===== src/rtl/axis_fifo_reader.sv =====
// Drains a first-word-fall-through FIFO into an AXI-Stream master with tlast every PKT_LEN beats.
// Latency 1 cycle from pop to tvalid; a two-entry out/skid stage keeps fifo_rd_en off the tready path.
module axis_fifo_reader #(
    parameter int WIDTH   = 24,
    parameter int PKT_LEN = 256
) (
    input  logic             clk,
    input  logic             reset,
    input  logic             enable,
    input  logic [WIDTH-1:0] fifo_dout,
    input  logic             fifo_empty,
    output logic             fifo_rd_en,
    output logic [WIDTH-1:0] m_axis_tdata,
    output logic             m_axis_tvalid,
    input  logic             m_axis_tready,
    output logic             m_axis_tlast,
    output logic             pkt_done
);

    localparam int CW = $clog2(PKT_LEN) + 1;

    logic             r_out_vld;
    logic [WIDTH-1:0] r_out_dat;
    logic             r_out_last;
    logic             r_skid_vld;
    logic [WIDTH-1:0] r_skid_dat;
    logic             r_skid_last;
    logic [CW-1:0]    r_beat_cnt;
    logic             r_pkt_done;

    logic             w_pop;
    logic             w_hs;
    logic             w_last;

    // Pop only while the skid is empty, so at most one word can arrive per stalled cycle.
    assign w_pop  = enable & ~fifo_empty & ~r_skid_vld;
    assign w_hs   = r_out_vld & m_axis_tready;
    assign w_last = (r_beat_cnt == CW'(PKT_LEN - 1));

    always_ff @(posedge clk) begin
        if (reset) begin
            r_out_vld   <= 1'b0;
            r_out_dat   <= '0;
            r_out_last  <= 1'b0;
            r_skid_vld  <= 1'b0;
            r_skid_dat  <= '0;
            r_skid_last <= 1'b0;
            r_beat_cnt  <= '0;
            r_pkt_done  <= 1'b0;
        end else begin
            r_pkt_done <= w_hs & r_out_last;

            if (w_pop) begin
                r_beat_cnt <= w_last ? '0 : r_beat_cnt + CW'(1);
            end

            if (r_skid_vld && w_hs) begin
                r_out_dat  <= r_skid_dat;
                r_out_last <= r_skid_last;
                r_skid_vld <= 1'b0;
            end else if (w_pop && (!r_out_vld || w_hs)) begin
                r_out_vld  <= 1'b1;
                r_out_dat  <= fifo_dout;
                r_out_last <= w_last;
            end else if (w_pop && r_out_vld && !w_hs) begin
                r_skid_vld  <= 1'b1;
                r_skid_dat  <= fifo_dout;
                r_skid_last <= w_last;
            end else if (w_hs && !r_skid_vld) begin
                r_out_vld <= 1'b0;
            end
        end
    end

    assign fifo_rd_en    = w_pop;
    assign m_axis_tdata  = r_out_dat;
    assign m_axis_tvalid = r_out_vld;
    assign m_axis_tlast  = r_out_last;
    assign pkt_done      = r_pkt_done;

endmodule


===== config.mk =====
export PLATFORM = sky130hd
export DESIGN_NAME = axis_fifo_reader
export DESIGN_NICKNAME = d
export VERILOG_FILES = /design/src/rtl/axis_fifo_reader.sv
export SDC_FILE = /design/constraint.sdc
export NUM_CORES = 1
export LEC_CHECK = 0
export ABC_AREA = 0
export BUFFER_PORTS_ARGS = -buffer_cell sky130_fd_sc_hd__buf_4
export CORE_ASPECT_RATIO = 1.75
export CORE_MARGIN = 5
export CORE_UTILIZATION = 30
export DETAILED_ROUTE_END_ITERATION = 12
export PLACE_DENSITY = 0.6
export SETUP_SLACK_MARGIN = 0.05
export SYNTH_ARGS = -nofsm -noshare
export SYNTH_HDL_FRONTEND = slang
export SYNTH_SLANG_ARGS = --single-unit

===== constraint.sdc =====
create_clock -name clk -period 1.8 [get_ports clk]
set_input_delay 0.09 -clock clk [delete_from_list [all_inputs] [get_ports clk]]
set_output_delay 0.09 -clock clk [all_outputs]
set_load 0.005 [all_outputs]

[Yosys cells after proc, flatten, opt, wreduce, memory -nomap -nowiden]
Index checks and enable logic that the tools add are counted.
Storage, ports and cells
  bits in registers: 62
  input port bits: 29
  output and inout port bits: 28
  word-level logic and storage cells: 42
Operators by class
  add/sub/neg operators: 1
  eq/ne operators: 2
  muxes and demuxes: 8
  bitwise operators: 8
  reduce and logical (&&, ||, !) cells: 15
Operators by type and width (count)
  24-bit 2-to-1 mux: 2
  9-bit by 1-bit adder with 9-bit output (second input constant): 1
  9-bit by 8-bit == test with 1-bit output (second input constant): 1
  9-bit 2-to-1 mux: 1
  3-bit AND reduction: 2
  1-bit logical AND: 5
  1-bit 2-to-1 mux: 5
  1-bit bitwise AND: 4
  1-bit NOT: 4
  2-bit nonzero test: 2
  1-bit logical NOT: 3
  2-bit != test (second input constant): 1
  2-bit AND reduction: 1
  2-bit OR reduction: 1
  1-bit logical OR: 1

[Longest topological paths before layout]
  depth after elaboration: 7
  mapped depth: 6
  depth with buffers taken out: 4

[Worst setup path after synthesis]
Ideal clock, no wire load.
  path type: register -> register
  start: register r_skid_vld
  end: register r_beat_cnt[6]
  library setup time: 0.070 ns
  arrival: 1.554 ns
  required time: 1.730 ns
  slack: 0.176 ns
  cell stages (with the launch flop): 6
  path buffers: 2
  period minus slack after synthesis: 1.624 ns
  path through: dfxtp_1 or3b_1 buf_2 buf_6 or4_1 a21oi_1
On the way
  cells in the longest elaborated chain, start to end: 2
RTL lines
  start, declared: line 25  | logic r_skid_vld;
  start signal, assigned: line 45  | r_skid_vld <= 1'b0;
  start signal, assigned: line 60  | r_skid_vld <= 1'b0;
  start signal, assigned: line 66  | r_skid_vld <= 1'b1;
  1-bit NOT: line 36  | assign w_pop = enable & ~fifo_empty & ~r_skid_vld;
  1-bit bitwise AND: line 36
  end signal, assigned: line 54  | r_beat_cnt <= w_last ? '0 : r_beat_cnt + CW'(1);
  end, declared: line 28  | logic [CW-1:0] r_beat_cnt;
No other way between the ends.
A chain may end at the register's enable or synchronous reset.

[Worst setup path after layout]
  start: register r_skid_vld
  end: register r_beat_cnt[7]
The elaborated chain is that of the path after synthesis.

==> flow_metrics.tcl <==
set metrics [dict create \
    status "completed" \
    path_class "register to register" \
    busiest_layer "met2" \
    grt.met1_usage 0.178 \
    drv_cap 0 \
    clk_path_buf_depth 2 \
    antenna_found_initial 0 \
    met3_usage 0.0343 \
    grt_pass1_vias 2453 \
    cts_root_buf "clkbuf_16" \
    synth_ff_type "dfxtp_1" \
    core_area_um2 8610 \
    final_area_um2 3510 \
    wl_per_cell_um 15.8 \
    r2r_end "r_beat_cnt[7]" \
    grt_use_met2 0.230 \
    yosysTopAreaCell "dfxtp_1" \
    end_kind "register" \
    synth_area_leaders "dfxtp_1 (47%), a21oi_1 (9.7%), o21ai_0 (6.9%)" \
    numPortBuffers 56 \
    yosysWarnings 0 \
    worst_slack_ns 0.125 \
    period_share 0.930 \
    p_leak_nw 1.25 \
    critPathRequiredTime_ns 2.06 \
    die_area_um2 10800 \
    antenna_left 0 \
    fin_crit_ns 1.67 \
    synth_fp_nets 333 \
    cp.depth 4 \
    drt-pass1-iter-count 4 \
    startpoint_type "register" \
    synth_top_area_frac 0.473 \
    comb_power_share 0.085 \
    grt_pass1_wl_um 12400 \
    post-dp-hpwl_um 4910 \
    skew_ns 0.00856 \
    yosysMostFrequentCell "dfxtp_1" \
    synthArstFlopShare 0 \
    num_rows 45 \
    drc 0 \
    grt_max_degree 38 \
    worst_slew_pin_slew_ns 0.438 \
    fp.dieW_um 80.7 \
    rsz0062_at_grt "no" \
    drive_gt1_frac 0.259 \
    die_h_um 134 \
    slew_violations 0 \
    crit_chain "or3b_4, buf_12, or4_1, a21oi_2" \
    overflow 0 \
    fin_setup_tns_ns 0 \
    synth_seq_cells 62 \
    cts_hold_buf 0 \
    seq_area_frac_synth 0.473 \
    ys_top_cells_by_count "dfxtp_1 (62), a21oi_1 (51), o21ai_0 (36), clkbuf_1 (28), nand3_1 (28)" \
    gp_congestion 0.795 \
    timing.rr.start "r_skid_vld" \
    setup_violations 0 \
    crit_end "r_beat_cnt[7]" \
    ios 57 \
    maxSlewHeadroom 0.707 \
    place_inst 456 \
    clk_pin_slew_ns 0.05 \
    crit_fanout 36 \
    rrSetupSlack_ns 0.13 \
    routed_wl_um 7440 \
    clkPwrFrac 0.492 \
    cts_max_level 3 \
    stdcell_count 472 \
    switching_share 0.232 \
    fin_nets 380 \
    critical_path.max_stage_delay_ns 0.54 \
    p_switching_mw 0.785 \
    cpLargestDelayFamily "simple AND/OR/NAND/NOR gates" \
    hp-class "input pin to register" \
    fmax_ghz 0.597 \
    p_per_area_nw_per_um2 967 \
    crit_path_start "r_skid_vld" \
    pre_cts_slack_ns 0.0157 \
    crit_arrival_ns 1.94 \
    vdd_drop_max_mv 0.457 \
    syn_avg_cell_area_um2 8.67 \
    drt-initial-drc-count 191 \
    initial_core_util 0.305 \
    clk_latency_ns 0.33 \
    post_cts_buffers 0 \
    rr_worst_depth 4 \
    diodes 0 \
    synth_cell_types 30 \
    place_area_um2 3200 \
    cts_tree "yes" \
    crit_buf_inv 1 \
    power.share.sequential 0.423 \
    slowest_stage "or4_1" \
    finalPower_mw 3.39 \
    synth_edf_count 0 \
    grt_util_all_layers 0.145 \
    cts_inserted_buffers 9 \
    syn_inst 303 \
    num_vias 2587 \
    syn_to_final_growth_pct 33.5 \
    cts_sinks 62 \
    via_per_inst 5.48 \
    finalHoldViolCount 0 \
    p_int_mw 2.60 \
    syn_area_um2 2630 \
]
==> sequential cells by signal (all words and copies together) (netlist names) <==
register,flops
m_axis_tdata,24
r_skid_dat,24
r_beat_cnt,9
m_axis_tlast,1
m_axis_tvalid,1
pkt_done,1
r_skid_last,1
r_skid_vld,1
==> final cells by class <==
type                       count  area [um^2]
tap                          117          146
inverter                       5         20.0
clock buffer                   9          225
sequential                    62         1240
clock inverter                 7         65.1
multi-input combinational    201         1230
fill                         871         5110
timing repair buffer          71          574
==> metrics by stage <==
step                      hold WS [ns]   util
after floorplan                  0.238      -
after global routing            0.0363  0.407
after CTS                       0.0258  0.407
final                           0.0328  0.407
after detailed placement         0.370  0.372
after global placement           0.363  0.372
==> layer usage <==
layer | routed length (um) | part of all wire
met5 | 0 | 0
met2 | 3740 | 0.50
met4 | 203 | 0.027
met3 | 343 | 0.046
met1 | 3140 | 0.42
==> worst min path at each step <==
stage / start / end / slack, ns / cells after the start
2_1_floorplan: fifo_dout[0] / r_skid_dat[0] / 0.24 / 2
3_3_place_gp: fifo_dout[21] / r_skid_dat[21] / 0.36 / 3
3_5_place_dp: fifo_dout[21] / r_skid_dat[21] / 0.37 / 3
4_1_cts: fifo_dout[23] / r_skid_dat[23] / 0.03 / 3
5_1_grt: fifo_dout[0] / r_skid_dat[0] / 0.04 / 3
6_report: fifo_dout[21] / r_skid_dat[21] / 0.03 / 3
==> power by group through the flow <==
stage	Clock (mW)	Combinational (mW)	Sequential, mW
after floorplan	0	0.135	1.46
after global placement	0	0.285	1.46
after detailed placement	0	0.289	1.46
after CTS	1.70	0.292	1.43
after global routing	1.77	0.317	1.44
final	1.67	0.288	1.43
==> tightest hold or removal path, cell delays in order <==
cell and delay (ns):
buf_4 0.11, nand3_1 0.05, a21oi_1 0.05
==> placed cells by master, fill, tap and decap left out, types with 2 or more instances in the layout <==
cell type   count
nand4_1         9
nand3_1        28
dfxtp_1        62
a32oi_1        17
clkinv_2        5
clkinvlp_4      2
clkbuf_16       9
a21oi_1        50
nor2_1          8
nand2_1         3
o21ai_0        36
o211ai_1       19
or4_1           5
or3_1           3
inv_1           4
a311oi_1        7
buf_12          3
o31ai_1         3
buf_4          67
==> kinds of logic (layout without fill, tap and decap cells) <==
family,Yosys count,count (layout),share of synthesized area
DFF,62,62,0.473
buffers and inverters,40,92,0.0629
xor gates and xnor gates,1,1,0.00334
and+or+nand+nor,63,63,0.131
adders and majority gates,1,1,0.00476
AOI/OAI and AO/OA,136,136,0.325
==> timing repair <==
| item | in CTS | in global routing |
|---|---|---|
| endpoints found under the setup margin | 4 | 2 |
| endpoints found under the hold margin | 0 | 0 |
| pin swaps | 0 | 1 |
| resized for setup | 3 | 1 |
Power figures use the tool's default switching activity.
